## config.mk

```make
export PLATFORM = sky130hd
export DESIGN_NAME = e203_itcm_ram_ctrl
export DESIGN_NICKNAME = d
export VERILOG_FILES = /design/src/rtl/e203_itcm_ram_ctrl_pkg.sv /design/src/rtl/e203_itcm_init_seq.sv /design/src/rtl/e203_itcm_ram_ctrl.sv
export SDC_FILE = /design/constraint.sdc
export NUM_CORES = 1
export LEC_CHECK = 0
export ABC_AREA = 1
export BUFFER_PORTS_ARGS = -buffer_cell sky130_fd_sc_hd__buf_2
export CAP_MARGIN = 20
export CORE_AREA = 5 5 119 121
export CTS_CLUSTER_DIAMETER = 150
export DETAILED_ROUTE_END_ITERATION = 6
export DIE_AREA = 0 0 124 126
export GPL_TIMING_DRIVEN = 0
export HOLD_SLACK_MARGIN = 0.08
export MAX_ROUTING_LAYER = met4
export PLACE_DENSITY = 0.46
export SETUP_SLACK_MARGIN = 0.2
export SLEW_MARGIN = 20
export SYNTH_ARGS = -nofsm -noshare
export SYNTH_HDL_FRONTEND = slang
export SYNTH_SLANG_ARGS = --single-unit
```

## constraint.sdc

```tcl
create_clock -name clk -period 1.2 [get_ports clk]
set_input_delay 0.24 -clock clk [delete_from_list [all_inputs] [get_ports clk]]
set_output_delay 0.24 -clock clk [all_outputs]
set_load 0.01 [all_outputs]
```

## src/rtl/e203_itcm_ram_ctrl_pkg.sv

```systemverilog
`default_nettype none
// ============================================================================
// Module      : e203_itcm_ram_ctrl_pkg
// Description : Shared constants and state encoding for the ITCM SRAM
//               controller and its init-clear sequencer.
// Revision    : 1.0 - initial release
// ============================================================================
package e203_itcm_ram_ctrl_pkg;

    // Default geometry: 32768 x 64-bit words, byte-maskable
    localparam int ITCM_DP_DEFAULT = 32768;
    localparam int ITCM_AW_DEFAULT = 15;
    localparam int ITCM_DW_DEFAULT = 64;
    localparam int ITCM_MW_DEFAULT = 8;

    // Controller states; INIT exists only when init-clear is compiled in
    typedef enum logic [0:0] {
        ST_INIT = 1'b0,
        ST_RUN  = 1'b1
    } itcm_state_e;

endpackage
`default_nettype wire

```

## src/rtl/e203_itcm_init_seq.sv

```systemverilog
`default_nettype none
// ============================================================================
// Module      : e203_itcm_init_seq
// Description : Init-clear sweep counter. Walks word addresses 0..DP-1 one
//               per cycle after reset and then parks with its done flag set.
// Revision    : 1.0 - initial release
// ============================================================================
module e203_itcm_init_seq
    import e203_itcm_ram_ctrl_pkg::*;
#(
    parameter int DP = ITCM_DP_DEFAULT,
    parameter int AW = ITCM_AW_DEFAULT
) (
    input  logic          clk,
    input  logic          rst_n,
    output logic [AW-1:0] sweep_addr,
    output logic          sweep_last,
    output logic          sweep_active
);

    localparam logic [AW-1:0] LAST_ADDR = AW'(DP - 1);

    logic [AW-1:0] cnt_q;
    logic [AW-1:0] cnt_d;
    logic          done_q;
    logic          done_d;

    assign sweep_addr   = cnt_q;
    assign sweep_last   = ~done_q & (cnt_q == LAST_ADDR);
    assign sweep_active = ~done_q;

    // Advance the sweep address until the last word, then latch done
    always_comb begin
        cnt_d  = cnt_q;
        done_d = done_q;
        if (!done_q) begin
            if (cnt_q == LAST_ADDR) begin
                done_d = 1'b1;
            end else begin
                cnt_d = cnt_q + AW'(1);
            end
        end
    end

    // Sweep registers; reset restarts the sweep from address 0
    always_ff @(posedge clk or negedge rst_n) begin
        if (!rst_n) begin
            cnt_q  <= '0;
            done_q <= 1'b0;
        end else begin
            cnt_q  <= cnt_d;
            done_q <= done_d;
        end
    end

endmodule
`default_nettype wire

```

## src/rtl/e203_itcm_ram_ctrl.sv

```systemverilog
`default_nettype none
// ============================================================================
// Module      : e203_itcm_ram_ctrl
// Description : ICB-to-single-port-SRAM bridge for the ITCM. One command per
//               cycle, response one cycle later, out-of-range addresses answer
//               with an error. Optional macro E203_ITCM_INIT_CLR_EN adds an
//               INIT state that zero-fills the whole array after reset.
// Revision    : 1.0 - initial release
// ============================================================================
module e203_itcm_ram_ctrl
    import e203_itcm_ram_ctrl_pkg::*;
#(
    parameter int DP = ITCM_DP_DEFAULT,
    parameter int AW = ITCM_AW_DEFAULT,
    parameter int DW = ITCM_DW_DEFAULT,
    parameter int MW = ITCM_MW_DEFAULT
) (
    input  logic          clk,
    input  logic          rst_n,
    input  logic          icb_cmd_valid,
    output logic          icb_cmd_ready,
    input  logic          icb_cmd_read,
    input  logic [AW-1:0] icb_cmd_addr,
    input  logic [DW-1:0] icb_cmd_wdata,
    input  logic [MW-1:0] icb_cmd_wmask,
    output logic          icb_rsp_valid,
    input  logic          icb_rsp_ready,
    output logic [DW-1:0] icb_rsp_rdata,
    output logic          icb_rsp_err,
    output logic          ram_cs,
    output logic          ram_we,
    output logic [AW-1:0] ram_addr,
    output logic [MW-1:0] ram_wem,
    output logic [DW-1:0] ram_din,
    input  logic [DW-1:0] ram_dout,
    output logic          ram_ls,
    output logic          init_done
);

    // DP widened by one bit so DP == 2**AW still compares correctly
    localparam logic [AW:0] DP_LIM = (AW+1)'(DP);

    itcm_state_e state_q;
    logic        run;
    logic        cmd_hsk;
    logic        in_range;

    logic        rsp_valid_q;
    logic        rsp_valid_d;
    logic        rsp_err_q;
    logic        rsp_err_d;
    logic        rsp_read_q;
    logic        rsp_read_d;

`ifdef E203_ITCM_INIT_CLR_EN
    itcm_state_e   state_d;
    logic [AW-1:0] sweep_addr;
    logic          sweep_last;
    logic          sweep_active;

    e203_itcm_init_seq #(
        .DP (DP),
        .AW (AW)
    ) u_init_seq (
        .clk          (clk),
        .rst_n        (rst_n),
        .sweep_addr   (sweep_addr),
        .sweep_last   (sweep_last),
        .sweep_active (sweep_active)
    );

    // Leave INIT in the cycle after the last word has been cleared
    always_comb begin
        state_d = state_q;
        if ((state_q == ST_INIT) && sweep_last) begin
            state_d = ST_RUN;
        end
    end

    // State register; every reset re-runs the clear sweep
    always_ff @(posedge clk or negedge rst_n) begin
        if (!rst_n) begin
            state_q <= ST_INIT;
        end else begin
            state_q <= state_d;
        end
    end
`else
    assign state_q = ST_RUN;
`endif

    // Gate with rst_n so nothing is accepted while reset is held
    assign run           = rst_n & (state_q == ST_RUN);
    assign icb_cmd_ready = run & (~rsp_valid_q | icb_rsp_ready);
    assign cmd_hsk       = icb_cmd_valid & icb_cmd_ready;
    assign in_range      = {1'b0, icb_cmd_addr} < DP_LIM;
    assign ram_ls        = run & ~cmd_hsk;
    assign init_done     = run;

    // SRAM strobe: init sweep while clearing, else pass the command through
    always_comb begin
        ram_cs   = cmd_hsk & in_range;
        ram_we   = ~icb_cmd_read;
        ram_addr = icb_cmd_addr;
        ram_wem  = icb_cmd_wmask;
        ram_din  = icb_cmd_wdata;
`ifdef E203_ITCM_INIT_CLR_EN
        if (rst_n && (state_q == ST_INIT)) begin
            ram_cs   = sweep_active;
            ram_we   = 1'b1;
            ram_addr = sweep_addr;
            ram_wem  = '1;
            ram_din  = '0;
        end
`endif
    end

    // Response slot: loaded on accept, cleared when drained with nothing new
    always_comb begin
        rsp_valid_d = rsp_valid_q;
        rsp_err_d   = rsp_err_q;
        rsp_read_d  = rsp_read_q;
        if (cmd_hsk) begin
            rsp_valid_d = 1'b1;
            rsp_err_d   = ~in_range;
            rsp_read_d  = icb_cmd_read & in_range;
        end else if (icb_rsp_ready) begin
            rsp_valid_d = 1'b0;
            rsp_err_d   = 1'b0;
            rsp_read_d  = 1'b0;
        end
    end

    // Response registers; reset drops any pending response
    always_ff @(posedge clk or negedge rst_n) begin
        if (!rst_n) begin
            rsp_valid_q <= 1'b0;
            rsp_err_q   <= 1'b0;
            rsp_read_q  <= 1'b0;
        end else begin
            rsp_valid_q <= rsp_valid_d;
            rsp_err_q   <= rsp_err_d;
            rsp_read_q  <= rsp_read_d;
        end
    end

    // SRAM holds its output until the next read, so it can feed rdata directly
    assign icb_rsp_valid = rsp_valid_q;
    assign icb_rsp_err   = rsp_err_q;
    assign icb_rsp_rdata = (rsp_valid_q & rsp_read_q) ? ram_dout : '0;

endmodule
`default_nettype wire

```

==> flow_summary_export.csv <==
group,metric,value,unit
status,status,"finished with violations",
status,violations,"negative setup slack",
final_layout,syn_to_final_growth,133,%
clock_network,cts_root_buf,"clkbuf_16",
sta,layout_setup_ws,-0.218,ns
sta,fin_crit_sh,118,%
synth,ys_ff_latch,2,
route,drt_iter0_markers,30,
critical_path,path_cells,"nand2_8 > buf_12 > nor2_2 > buf_2",
sta,post-route-min-period,1.42,ns
synth,syn-cell-area,0.00134,mm²
critical_path,path_delay_family,"flip-flops",
synth,synth_common_cells,"buf_4 (91), inv_1 (69), nor2_1 (62), nand2_1 (4), nor2_2 (4)",
synth,synth_top_area_cell,"buf_4",
clock_network,cts_sinks,2,
sta,fmax,705,MHz
critical_path,slowest_stage,"dfrtp_2",
final_layout,final_layout_size_suffix_gt1_share,82.9,%
critical_path,cp.arrival,1.18,ns
synth,syn_nets,397,
global_routing,grt_max_degree,11,
critical_path,crit_buf_inv,2,
die,die_w,124,µm
critical_path,worst-setup-path-type,"reg -> out",
synth,synthArstFlopShare,100,%
clock_network,clock_path_buffers,2,
placed_design,dp_cells,642,
die,rows,42,
global_routing,gr-total-overflow,0,
final_layout,regArea,52.6,µm²
job,cap_violations,0,
clock_network,insertion_delay,0.22,ns
global_routing,first_global_vias,1918,
global_routing,grtUsageTotal,6.84,%
synth,yosysMostFrequentCell,"buf_4",
critical_path,required,0.96,ns
sta,skew,0.00517,ns
clock_network,h-tree-depth,1,
power_and_ir_drop,power_leakage,0.00209,µW
placed_design,place.gp.congestion,0.778,
die,initial_core_util,10.4,%
sta,final_max_slew_viol_count,0,
placed_design,hpwlAfterDp,5910,µm
clock_network,cts_tree,"done",
final_layout,multiInputGateArea,514,µm²
synth,synth_ff_type,"dfrtp_1",
critical_path,end_kind,"primary output",
synth,syn-instance-count,241,
synth,yosysUniqueCellTypes,13,
final_layout,final_cells,651,
critical_path,critPathMaxFanout,10,
route,drtAntennaViolNets,0,
synth,synth_edf_count,0,
synth,synth_top_area_share,50.8,%
critical_path,slowest_delay,0.41,ns
route,drc_errors,0,
synth,syn-mean-instance-area,5.58,µm²
clock_network,cts.reportedPaths.clkPinSlew,0.03,ns
route,wirelength,6510,µm
route,num_vias,2033,
sta,setup_viol,68,
placed_design,io_buffers,225,
route,avgViaCountPerCell,3.12,
power_and_ir_drop,powerDensity,482,mW/mm²
sta,hold_ws,0.290,ns
synth,yosysWarnings,0,
hold_path,hold_path_class,"in -> reg",
sta,rsz0062_at_grt,"yes",
critical_path,rrSetupSlack,0.27,ns
clock_network,cts_buffers,3,
die,die_y,126,µm
final_layout,fillCellCount,1455,
final_layout,antenna_cells,0,
synth,synthTopCellsByArea,"buf_4 (51%), inv_1 (19%), nor2_1 (17%)",
route,dr.pass1.iters,4,
sta,hold_viol,0,
global_routing,grt_pass1_wl,8660,µm
critical_path,worstSetupStartpointType,"flop",
die,die_area,0.0156,mm²
synth,seq_area_frac_synth,3.72,%
power_and_ir_drop,ir_drop,0.433,mV
global_routing,antenna_found_initial,0,
die,ioPinCount,314,
route,wl_per_cell,9.99,µm
final_layout,layout.nets,632,
die,coreArea,0.0130,mm²
-- timing repair --
action,in CTS,in global routing
cloned,0,1
gates resized for setup,12,15
pin swaps,1,1
endpoints found under the setup margin,68,68
setup buffers,3,0
hold endpoints to repair,2,0
hold buffers,1,0
-- worst reg2reg max path, stage by stage (launching register included) --
cell and delay [ns]:
dfrtp_2 0.44, nand2_1 0.15, nand3_2 0.11, nand2_1 0.08
nand2_1 0.04
-- cell families (layout without fill, tap and decap cells) --
kind of cell	Yosys count	after routing	synth area share, %
buffers and inverters	164	398	73.6
AND/OR/NAND/NOR	73	73	22.0
flip-flops	2	2	3.72
other	1	1	0.279
AO/OA/AOI/OAI	1	1	0.372
-- path summary, 6_finish.rpt --
kind | from | end | cells after the start
worst max-delay path | icb_rsp_valid | icb_rsp_rdata[27] | 4
worst min-delay path | icb_rsp_ready | rsp_read_q | 4
worst max register to register | icb_rsp_valid | rsp_read_q | 4
worst min register to register | icb_rsp_valid | icb_rsp_valid | 2
max in group asynchronous | rst_n | rsp_read_q | 2
min in group asynchronous | rst_n | icb_rsp_valid | 2
-- flip-flops by register name, indices dropped and copies added (netlist names) --
register,cells
icb_rsp_valid,1
rsp_read_q,1
-- metal layers --
metal	part of all wire [%]	vias to the layer above	track usage (%)
li1	-	1031	-
met1	32	852	6.88
met2	57	146	13.9
met3	11	4	0.807
met4	0.42	0	1.16
met5	0	-	-
-- layout make-up --
type                            instances  area share (%)
Multi-Input combinational cell         75            16.4
Inverter                               69            8.28
Timing Repair Buffer                  230            39.1
Tap cell                              176            7.04
Sequential cell                         2            1.68
Clock buffer                            4            2.52
Buffer                                 95            24.9
-- power by group --
| part | switching (µW) | total [µW] | internal [µW] |
|---|---|---|---|
| Clock | 80.4 | 518 | 437 |
| Combinational | 400 | 903 | 502 |
| Sequential | 11.4 | 86.6 | 75.2 |
| Total | 492 | 1510 | 1020 |
-- through the flow --
step | worst slack (ns) | total power [µW] | utilization [%] | setup TNS [ns] | area [µm²]
finish | -0.218 | 1510 | 24.1 | -13.37 | 3130
global route | -0.270 | 1610 | 24.1 | -16.51 | 3130
global placement | -0.0910 | 935 | 22.1 | -3.28 | 2870
floorplan | 0.139 | 588 | - | 0 | 1520
CTS | -0.247 | 1510 | 23.4 | -15.31 | 3040
detailed placement | -0.0918 | 940 | 22.1 | -3.94 | 2870
-- layout by cell type, fill, tap and decap left out --
| cell type | netlist | layout |
|---|---|---|
| nand4_1 | 1 | 1 |
| nor2_1 | 62 | 5 |
| clkbuf_1 | 0 | 1 |
| buf_2 | 0 | 217 |
| dfrtp_2 | 0 | 2 |
| a21oi_2 | 0 | 1 |
| clkbuf_16 | 0 | 4 |
| nor2_4 | 0 | 10 |
| nand2_1 | 4 | 4 |
| nand2_8 | 0 | 1 |
| dlygate4sd3_1 | 0 | 1 |
| buf_6 | 3 | 10 |
| inv_1 | 69 | 68 |
| buf_12 | 0 | 2 |
| inv_2 | 0 | 1 |
| nor2_2 | 4 | 51 |
| nand3_2 | 0 | 1 |
| buf_8 | 0 | 3 |
| conb_1 | 1 | 1 |
| buf_4 | 91 | 91 |
Power figures use the tool's default switching activity.
